`config.mk`:
```
export PLATFORM = sky130hd
export DESIGN_NAME = terminal_writer
export DESIGN_NICKNAME = d
export VERILOG_FILES = /design/src/rtl/terminal_writer.sv
export SDC_FILE = /design/constraint.sdc
export NUM_CORES = 1
export LEC_CHECK = 0
export CORE_MARGIN = 1.5
export CORE_UTILIZATION = 40
export CTS_BUF_LIST = sky130_fd_sc_hd__clkbuf_8
export DETAILED_ROUTE_END_ITERATION = 16
export PLACE_DENSITY = 0.64
export SLEW_MARGIN = 20
export SYNTH_ARGS = -nofsm -noshare
export SYNTH_HDL_FRONTEND = slang
export SYNTH_SLANG_ARGS = --single-unit
```
`constraint.sdc`:
```
create_clock -name Clock -period 3.44 [get_ports Clock]
set_input_delay 0.688 -clock Clock [delete_from_list [all_inputs] [get_ports Clock]]
set_output_delay 0.688 -clock Clock [all_outputs]
set_load 0.03 [all_outputs]
```
`src/rtl/terminal_writer.sv`:
```
// UART-byte command decoder feeding the text RAM write port: glyphs, attribute commands, controls.
// Optional full-screen clear on 8'h0C is built only when TERMINAL_WRITER_CLEAR_EN is defined.
module terminal_writer #(
  parameter int         COLUMNS      = 80,
  parameter int         ROWS         = 30,
  parameter int         ADDR_WIDTH   = 12,
  parameter logic [7:0] DEFAULT_ATTR = 8'h70
) (
  input  logic                  Clock,
  input  logic                  Reset,
  input  logic [7:0]            RxData_i,
  input  logic                  RxDone_i,
  output logic                  WrEnable_o,
  output logic [ADDR_WIDTH-1:0] WrAddress_o,
  output logic [15:0]           WrData_o,
  output logic [ADDR_WIDTH-1:0] Cursor_o,
  output logic                  Busy_o,
  output logic                  Overrun_o
);

  localparam int COL_W = (COLUMNS > 1) ? $clog2(COLUMNS) : 1;
  localparam int ROW_W = (ROWS > 1) ? $clog2(ROWS) : 1;
  localparam logic [COL_W-1:0]      COL_LAST  = COL_W'(COLUMNS - 1);
  localparam logic [ROW_W-1:0]      ROW_LAST  = ROW_W'(ROWS - 1);
  localparam logic [ADDR_WIDTH-1:0] ADDR_LAST = ADDR_WIDTH'(COLUMNS * ROWS - 1);

  logic [COL_W-1:0]      col_q, col_d;
  logic [ROW_W-1:0]      row_q, row_d;
  logic [ADDR_WIDTH-1:0] cursor_q, cursor_d;
  logic [7:0]            attr_q, attr_d;
  logic                  wr_en_q, wr_en_d;
  logic [ADDR_WIDTH-1:0] wr_addr_q, wr_addr_d;
  logic [15:0]           wr_data_q, wr_data_d;
  logic                  busy_q, busy_d;
  logic                  overrun_q, overrun_d;

`ifdef TERMINAL_WRITER_CLEAR_EN
  typedef enum logic {IDLE, CLEAR} state_t;
  state_t                state_q, state_d;
  logic [ADDR_WIDTH-1:0] clr_addr_q, clr_addr_d;
`endif

  always_comb begin
    col_d     = col_q;
    row_d     = row_q;
    cursor_d  = cursor_q;
    attr_d    = attr_q;
    wr_en_d   = 1'b0;
    wr_addr_d = wr_addr_q;
    wr_data_d = wr_data_q;
    busy_d    = 1'b0;
    overrun_d = 1'b0;
`ifdef TERMINAL_WRITER_CLEAR_EN
    state_d    = state_q;
    clr_addr_d = clr_addr_q;
    if (state_q == CLEAR) begin
      wr_en_d   = 1'b1;
      wr_addr_d = clr_addr_q;
      wr_data_d = {attr_q, 8'h20};
      busy_d    = 1'b1;
      overrun_d = RxDone_i;
      if (clr_addr_q == ADDR_LAST) begin
        state_d  = IDLE;
        cursor_d = '0;
        col_d    = '0;
        row_d    = '0;
      end else begin
        clr_addr_d = clr_addr_q + ADDR_WIDTH'(1);
      end
    end else
`endif
    if (RxDone_i) begin
      if (RxData_i[7]) begin
        attr_d = {1'b0, RxData_i[6:0]};
      end else if (RxData_i == 8'h08) begin
        if (cursor_q != '0) begin
          cursor_d  = cursor_q - ADDR_WIDTH'(1);
          wr_en_d   = 1'b1;
          wr_addr_d = cursor_q - ADDR_WIDTH'(1);
          wr_data_d = {attr_q, 8'h20};
          if (col_q == '0) begin
            col_d = COL_LAST;
            row_d = row_q - ROW_W'(1);
          end else begin
            col_d = col_q - COL_W'(1);
          end
        end
      end else if (RxData_i == 8'h0D) begin
        col_d = '0;
        // Start of the next row is reached by rewinding the column, not by row*COLUMNS.
        if (row_q == ROW_LAST) begin
          row_d    = '0;
          cursor_d = '0;
        end else begin
          row_d    = row_q + ROW_W'(1);
          cursor_d = cursor_q - ADDR_WIDTH'(col_q) + ADDR_WIDTH'(COLUMNS);
        end
      end
`ifdef TERMINAL_WRITER_CLEAR_EN
      else if (RxData_i == 8'h0C) begin
        // First clear write goes out with the same latency as a glyph.
        state_d    = CLEAR;
        wr_en_d    = 1'b1;
        wr_addr_d  = '0;
        wr_data_d  = {attr_q, 8'h20};
        busy_d     = 1'b1;
        clr_addr_d = ADDR_WIDTH'(1);
      end
`endif
      else begin
        wr_en_d   = 1'b1;
        wr_addr_d = cursor_q;
        wr_data_d = {attr_q, RxData_i};
        if (cursor_q == ADDR_LAST) begin
          cursor_d = '0;
          col_d    = '0;
          row_d    = '0;
        end else begin
          cursor_d = cursor_q + ADDR_WIDTH'(1);
          if (col_q == COL_LAST) begin
            col_d = '0;
            row_d = row_q + ROW_W'(1);
          end else begin
            col_d = col_q + COL_W'(1);
          end
        end
      end
    end
  end

  always_ff @(posedge Clock or posedge Reset) begin
    if (Reset) begin
      col_q     <= '0;
      row_q     <= '0;
      cursor_q  <= '0;
      attr_q    <= DEFAULT_ATTR;
      wr_en_q   <= 1'b0;
      wr_addr_q <= '0;
      wr_data_q <= '0;
      busy_q    <= 1'b0;
      overrun_q <= 1'b0;
    end else begin
      col_q     <= col_d;
      row_q     <= row_d;
      cursor_q  <= cursor_d;
      attr_q    <= attr_d;
      wr_en_q   <= wr_en_d;
      wr_addr_q <= wr_addr_d;
      wr_data_q <= wr_data_d;
      busy_q    <= busy_d;
      overrun_q <= overrun_d;
    end
  end

`ifdef TERMINAL_WRITER_CLEAR_EN
  always_ff @(posedge Clock or posedge Reset) begin
    if (Reset) begin
      state_q    <= IDLE;
      clr_addr_q <= '0;
    end else begin
      state_q    <= state_d;
      clr_addr_q <= clr_addr_d;
    end
  end
`endif

  assign WrEnable_o  = wr_en_q;
  assign WrAddress_o = wr_addr_q;
  assign WrData_o    = wr_data_q;
  assign Cursor_o    = cursor_q;
  assign Busy_o      = busy_q;
  assign Overrun_o   = overrun_q;

endmodule
```
; Word level (Yosys, flattened, before mapping)
; Cells that the tools add are included.
[totals]
out_inout_bits = 43
elab_cells = 59
inputBits = 11
register_bits = 60
[op_classes]
reduce_logical = 7
add_sub_neg = 8
mux = 28
eq_ne = 8
bitwise = 1
[ops]
columns = operator, n
row1 = $mux W12, 7
row2 = $mux W16, 3
row3 = $mux W7, 6
row4 = $mux W5, 7
row5 = $eq A8 B4 Y1 const B, 2
row6 = $add A12 B1 Y12 const B, 1
row7 = $add A12 B7 Y12 const B, 1
row8 = $eq A12 B12 Y1 const B, 1
row9 = $reduce_bool A12 Y1, 1
row10 = $sub A12 B1 Y12 const B, 1
row11 = $sub A12 B7 Y12, 1
row12 = $add A7 B1 Y7 const B, 1
row13 = $eq A7 B7 Y1 const B, 1
row14 = $logic_not A7 Y1, 1
row15 = $sub A7 B1 Y7 const B, 1
row16 = $add A5 B1 Y5 const B, 1
row17 = $eq A5 B5 Y1 const B, 1
row18 = $mux W1, 5
row19 = $reduce_and A5 Y1, 1
row20 = $sub A5 B1 Y5 const B, 1
row21 = $ne A2 B1 Y1 const B, 2
row22 = $reduce_and A4 Y1, 1
row23 = $reduce_bool A4 Y1, 1
row24 = $reduce_and A3 Y1, 1
row25 = 3 further kinds, 3

; Logic depth before layout (Yosys ltp)
; Gate-level depths: netlist of the first run.
[logic_depth]
word_depth = 5
mapped_depth = 12
ltp_nobuf = 12

; Worst setup path before layout of the first run
; No wires, ideal clock.
[synth_path]
path_type = flip-flop to flip-flop
from = reg cursor_q[0], in the netlist Cursor_o[0]
to = reg cursor_q[7], in the netlist Cursor_o[7]
n_path_buf = 0
setup_time_ns = 0.140
arrival_ns = 2.521
path_stages_with_launch = 13
period_less_slack_ns = 2.660
slack_ns = 0.780
required_time_ns = 3.300
path_cell_list = dfrtp_1 > inv_1 > ha_1 > inv_1 > ha_1 > inv_1 > fa_1 > nor2b_1 > o31ai_2 > a21oi_1 > xor2_1 > a2111oi_0 > a211oi_1
[synth_via]
elab_chain_cells = 5
elab_cells_between_ends = 13
classes_between = 4 x add/sub / 2 x eq/ne / 5 x mux / 2 x reduce/logical
[synth_lines]
columns = item, line
row1 = start: declaration, 29  ; logic [ADDR_WIDTH-1:0] cursor_q, cursor_d;
row2 = start signal: assignment, 145  ; cursor_q <= cursor_d;
row3 = $sub A12 B7 Y12, 96  ; cursor_d = cursor_q - ADDR_WIDTH'(col_q) + ADDR_WIDTH'(COLUMNS);
row4 = $add A12 B7 Y12, 96
row5 = $mux W12, 91  ; if (row_q == ROW_LAST) begin
row6 = $mux W12, 88  ; end else if (RxData_i == 8'h0D) begin
row7 = $mux W12, 75  ; end else if (RxData_i == 8'h08) begin
; Parallel ways exist; a longest one is shown, timed or not. The select of a mux whose other input is x is not followed.
; A chain may end at the register's enable or synchronous reset.

; Worst setup path in the final report of the first run
; Same ends and word-level chain as after synthesis.

==> metrics, run 1 <==
status=finished clean; simple-gate share of the synthesized area=20.45%; DRC viols=0; proportion of synthesized area in mux cells=2.137%; vias post-DR=3790; maximum vdd ir drop=0.4168 mV; Util after Layout=49.15%; highest clock rate=341.4 MHz; Post-synth top flop=dfrtp_1; Setup TNS=0 ns; Final Worst Setup Slack=0.5111 ns; Ys Warns=0; clock sink count=58; die height=105.7 µm; post-synthesis compound-gate area fraction=20.54%; cts bufs inserted=9; CTS resizes=0; drt via density=5.517; pwr/cell area=629.4 mW/mm²; Total Routing Usage GR=21.25%; largest net degree at the start of global routing=40; most frequent cells after synthesis=84 x nand2_1, 55 x dfrtp_1, 36 x o21ai_0; DR top layer=met4; critical path class=reg -> reg; Yosys reg bits=58; H-tree depth=3; Final Skew=0.01636 ns; CTS root buf=clkbuf_8; ranking of synthesized cells by area=dfrtp_1 33%, ha_1 9.8%, nand2_1 7.5%, o21ai_0 4.3%, xnor2_1 3.7%; Initial DRC Count=382; Initial Util=41.02%; Crit. End Element=flop; Final min period=2.929 ns; chip width=105.7 µm; Clock Tree Buf Depth=2; CTS tree=built; share of Yosys cell area claimed by the top area cell type=32.65%; synthesized area=0.004215 mm²; P&R area growth vs syn=19.83%; Post-Synth Adder-Cell Area=10.27%; Clock Pin Slew Worst Setup and Hold Paths=0.08 ns; max_cap viols=0; Routed WL per cell=16.51 µm; final wirelength=11340 µm; met3 WL post-DR=719 µm; Post-CTS Setup Bufs=0; grt total ovfl=0; Layout Nets=591; Post-synth EDFFs=0; Core ar.=0.01028 mm²; crit-path max FO=8; max_slew headroom=52.73%; data required time of the critical path=3.66 ns; Post-Synth XOR/XNOR Area=4.779%; Cells after Synth=498; Worst-Margin Slew=0.6912 ns; mean area per synthesized cell=8.464 µm²; Clk Latency, worst-skew pair=0.35 ns; Async SR Flop Fraction=100.0%; n_diodes=0; Yosys cell types=63; Startpoint Class=flop; setup violators final=0; die area=0.01116 mm²; first-pass GRT wire length=18650 µm; post-detail-place hpwl=8385 µm; Leak Pwr=2.142 nW; top-count cell post-synth=nand2_1; number of port buffers=49; Layout fillers=1002; Hold Crit Class=reg -> reg; vias in the first global route=3662; leading area contributor after synthesis=dfrtp_1; RSZ-0062 raised after global routing=false; WL met1=5338 µm; hold buffers post-CTS=0; DP Worst Slack=0.3558 ns; final hold vios=0; Slew Limit Fails=0; largest family of logic cells by synthesized area=compound AO/OA/AOI/OAI gates; io pins=54; period utilisation layout=85.14%; register area share after synthesis=34.52%; gpl congestion=0.9218; crit path DAT=3.15 ns; share of post-route cells with drive strength above 1=9.619%; initial antenna violation count=0; Routed Antenna Nets=0; first-pass detailed-route iteration total=5; met2 WL=5118 µm; cell row count=37; Reg2Reg Setup Slack=0.51 ns
-- flip-flops by register name (all words and copies together), names as in the netlist --
| register | count |
|---|---|
| Cursor_o | 12 |
| WrAddress_o | 12 |
| WrData_o | 14 |
| WrEnable_o | 1 |
| attr_q | 7 |
| col_q | 7 |
| row_q | 5 |
-- worst max-delay path: stages, from the launching register on --
cell and delay, ns:
dfrtp_1 0.55, inv_1 0.15, ha_1 0.23, inv_1 0.07
ha_1 0.18, inv_1 0.06, fa_1 0.39, nor2b_1 0.20
o31ai_2 0.12, a21oi_1 0.18, xor2_1 0.11, a2111oi_0 0.45
a211oi_1 0.10
-- logic make-up after synthesis --
kind of cell / Yosys count
AND/OR/NAND/NOR: 180
AO/OA/AOI/OAI: 131
buffers and inverters: 63
flip-flops: 58
adder cells (fa/ha/maj): 34
XOR/XNOR: 23
multiplexers: 8
other: 1
-- layout make-up --
| type | instances | area, µm² | share of cell area [%] |
|---|---|---|---|
| clock inverters | 6 | 90.09 | 1.784 |
| well taps | 136 | 170.2 | 3.369 |
| clock buffers | 10 | 137.6 | 2.725 |
| repair buffers | 65 | 610.6 | 12.09 |
| inverters | 32 | 120.1 | 2.378 |
| multi-input cells | 380 | 2467 | 48.85 |
| flip-flops and latches | 58 | 1455 | 28.81 |
-- metrics by stage --
stage,std cells,power [mW],cell area [µm²],hold slack [ns]
floorplan,501,1.971,4227,0.4331
global placement,671,2.407,4823,0.4421
detailed placement,671,2.434,4823,0.4508
CTS,687,3.181,5051,0.4662
global route,687,3.388,5051,0.5001
finish,687,3.179,5051,0.4659
-- placed cells by master, fill, tap and decap left out, types with 7 or more instances in the layout --
| cell | netlist | routed |
|---|---|---|
| nor2_1 | 22 | 22 |
| nand2_1 | 84 | 84 |
| dfrtp_1 | 55 | 55 |
| ha_1 | 33 | 33 |
| o22ai_1 | 7 | 7 |
| and2_1 | 7 | 7 |
| a21oi_1 | 22 | 22 |
| clkbuf_8 | 0 | 10 |
| inv_1 | 32 | 31 |
| o21ai_0 | 36 | 36 |
| nand3_1 | 24 | 24 |
| mux2_2 | 8 | 8 |
| xnor2_1 | 18 | 18 |
| clkdlybuf4s50_1 | 0 | 49 |
| a31oi_1 | 7 | 7 |
| buf_4 | 9 | 16 |
-- power breakdown --
part	internal (mW)	switching, mW	total [mW]	leakage [nW]
logic	0.594	0.891	1.48	1.31
clock network	0.429	0.308	0.737	0.112
registers	0.807	0.150	0.957	0.720
total	1.83	1.35	3.18	2.14
-- worst paths after layout --
check	start	end	cells after the start
worst min-delay path	attr_q[0]$_DFFE_PP0P_	WrData_o[8]$_DFFE_PP0P_	2
worst max register to register	Cursor_o[0]$_DFFE_PP0P_	Cursor_o[7]$_DFFE_PP0P_	12
worst min register to register	attr_q[0]$_DFFE_PP0P_	WrData_o[8]$_DFFE_PP0P_	2
min in group asynchronous	Reset	WrAddress_o[8]$_DFFE_PP0P_	2
max in group asynchronous	Reset	attr_q[4]$_DFFE_PP1P_	3
worst max-delay path	Cursor_o[0]$_DFFE_PP0P_	Cursor_o[7]$_DFFE_PP0P_	12
-- metal layers --
layer	vias up	GRT usage (%)
li1	1852	-
met1	1772	30.33
met2	150	32.19
met3	16	4.082
met4	0	7.046
met5	-	0
No activity file was read; power rests on OpenSTA's default activity.
==> run 2: changes to the inputs <==
--- a/config.mk
+++ b/config.mk
@@ -5,11 +5,13 @@
 export SDC_FILE = /design/constraint.sdc
 export NUM_CORES = 1
 export LEC_CHECK = 0
+export CELL_PAD_IN_SITES_DETAIL_PLACEMENT = 0
+export CELL_PAD_IN_SITES_GLOBAL_PLACEMENT = 2
 export CORE_MARGIN = 1.5
-export CORE_UTILIZATION = 40
+export CORE_UTILIZATION = 35
 export CTS_BUF_LIST = sky130_fd_sc_hd__clkbuf_8
 export DETAILED_ROUTE_END_ITERATION = 16
-export PLACE_DENSITY = 0.64
+export PLACE_DENSITY = 0.86
 export SLEW_MARGIN = 20
 export SYNTH_ARGS = -nofsm -noshare
 export SYNTH_HDL_FRONTEND = slang
==> run 2 against run 1 <==
- non-clock buffer count is 3 higher
- power up 1.0%
- register-to-register slack gained 0.09 ns
- combinational power increased by 4%
- critical path type unchanged
- largest power group unchanged
==> metrics, run 2 (synthesis gave the netlist of run 1 again) <==
hold path depth=2 (unchanged); clock sink count=58 (unchanged); multi-input combinational cell area=0.002467 mm² (unchanged); grt total ovfl=0 (unchanged); Total Routing Usage GR=19.75% (-1.5 points); initial antenna violation count=0 (unchanged); chip width=112.7 µm (+6.7%); io pins=54 (unchanged); P&R area growth vs syn=20.81%; worst hold endpoint=WrData_o[10]$_DFFE_PP0P_; Clk Latency, worst-skew pair=0.36 ns (about the same); critical path class=reg -> reg; DRC viols=0 (unchanged); max_cap viols=0 (unchanged); final wirelength=11950 µm (+5.3%); Routed WL per cell=17.14 µm (+3.8%); Crit. End Element=flop; Slew Limit Fails=0 (unchanged); CTS resizes=0 (unchanged); Clock Pin Slew Worst Setup and Hold Paths=0.08 ns (about the same); CTS root buf=clkbuf_8; Layout fillers=1169 (+17%); number of port buffers=49 (unchanged); Reg2Reg Setup Slack=0.60 ns (+0.09 ns); hold buffers post-CTS=0 (unchanged); Startpoint Class=flop; post-detail-place hpwl=8977 µm (+7.1%); vias post-DR=3846 (+1.5%); period utilisation layout=82.60% (-2.5 points); maximum vdd ir drop=0.5286 mV (+27%); first-pass GRT wire length=19480 µm (+4.4%); min-delay src=attr_q[2]$_DFFE_PP0P_; CTS tree=built; max FFs per register=14 (unchanged); Layout Nets=594 (+0.51%); Hold Slack=0.4686 ns (+0.002729 ns); H-tree depth=3 (unchanged); final hold vios=0 (unchanged); Setup TNS=0 ns (unchanged); status=finished clean; drt via density=5.518 (about the same); Post-CTS Setup Bufs=0 (unchanged); Clock Tree Buf Depth=2 (unchanged); die area=0.01271 mm² (+14%); Hold Crit Class=reg -> reg; Final min period=2.841 ns (-0.08740 ns); Final Skew=0.01090 ns (-0.005453 ns); setup violators final=0 (unchanged); reg2reg end=Cursor_o[7]$_DFFE_PP0P_; Worst-Margin Slew=0.5645 ns (-0.1268 ns); first-pass detailed-route iteration total=5 (unchanged); data required time of the critical path=3.67 ns (about the same); pwr/cell area=630.7 mW/mm² (+0.21%); reg-to-reg critical path startpoint=Cursor_o[0]$_DFFE_PP0P_; cell row count=39 (+5.4%); Core ar.=0.01156 mm² (+13%); Initial DRC Count=339 (-11%); share of post-route cells with drive strength above 1=10.11% (+0.49 points); register area=0.001455 mm² (unchanged); crit path DAT=3.08 ns (-0.07 ns); most common cell after layout, fill and taps aside=nand2_1; highest clock rate=351.9 MHz (+3.1%); RSZ-0062 raised after global routing=false; gpl congestion=0.8700 (-5.6%); max_slew headroom=61.40% (+8.7 points); Initial Util=36.45% (-4.6 points); n_diodes=0 (unchanged); crit-path max FO=8 (unchanged); vias in the first global route=3654 (-0.22%); R2R depth=12 (unchanged); highest-count cells in the layout ignoring fill and taps=84 x nand2_1, 55 x dfrtp_1, 49 x clkdlybuf4s50_1; die height=112.7 µm (+6.7%); Leak Pwr=2.159 nW (+0.81%); largest net degree at the start of global routing=33 (-18%); cts bufs inserted=9 (unchanged); Routed Antenna Nets=0 (unchanged)
## run 2: worst max-delay path by stage
stage / start / endpoint / depth (start not counted)
after floorplan: Cursor_o[0]$_DFFE_PP0P_ / Cursor_o[7]$_DFFE_PP0P_ / 12
after global placement: RxData_i[6] / WrData_o[2]$_DFFE_PP0P_ / 7
after detailed placement: RxData_i[2] / WrData_o[2]$_DFFE_PP0P_ / 7
after CTS: Cursor_o[0]$_DFFE_PP0P_ / Cursor_o[7]$_DFFE_PP0P_ / 12
after global routing: Cursor_o[0]$_DFFE_PP0P_ / Cursor_o[7]$_DFFE_PP0P_ / 12
final: Cursor_o[0]$_DFFE_PP0P_ / Cursor_o[7]$_DFFE_PP0P_ / 12
## run 2: worst max-delay path, stage by stage, from the launching register on
cell       delay, ns
dfrtp_1         0.55
inv_1           0.15
ha_1            0.22
inv_1           0.08
ha_1            0.17
inv_1           0.06
fa_1            0.40
nor2b_1         0.19
o31ai_2         0.12
a21oi_1         0.17
xor2_1          0.11
a2111oi_0       0.40
a211oi_1        0.08
## run 2: stage by stage
step / cell area (µm²) / cells / utilization (%) / setup WS [ns] / power (mW)
5_1_grt: 5092 / 697 / 44.03 / 0.2494 / 3.438
3_3_place_gp: 4867 / 681 / 42.09 / 0.3777 / 2.465
3_5_place_dp: 4867 / 681 / 42.09 / 0.3161 / 2.479
6_report: 5092 / 697 / 44.03 / 0.5985 / 3.212
2_1_floorplan: 4227 / 501 / - / 0.7796 / 1.971
4_1_cts: 5092 / 697 / 44.03 / 0.5876 / 3.221
## run 2: layer usage
metal  wire length (µm)  GRT usage (%)  vias up  share of wire (%)
met5                  0              0        -                  0
met4                237          7.848        0                2.0
met3                712          3.160       17                6.0
met2               5154          29.76      135                 43
met1               5846          28.38     1837                 49
li1                   -              -     1857                  -
## run 2: area by class of cell
type	instances	area share, %
Timing Repair Buffer	68	12.68
Inverter	32	2.359
Tap cell	143	3.514
Clock buffer	9	2.432
Clock inverter	7	1.990
Multi-Input combinational cell	380	48.45
Sequential cell	58	28.58
## run 2: power by group
part,switching [mW],internal (mW)
sequential,0.138,0.807
clock,0.317,0.413
combinational,0.930,0.605
total,1.39,1.83
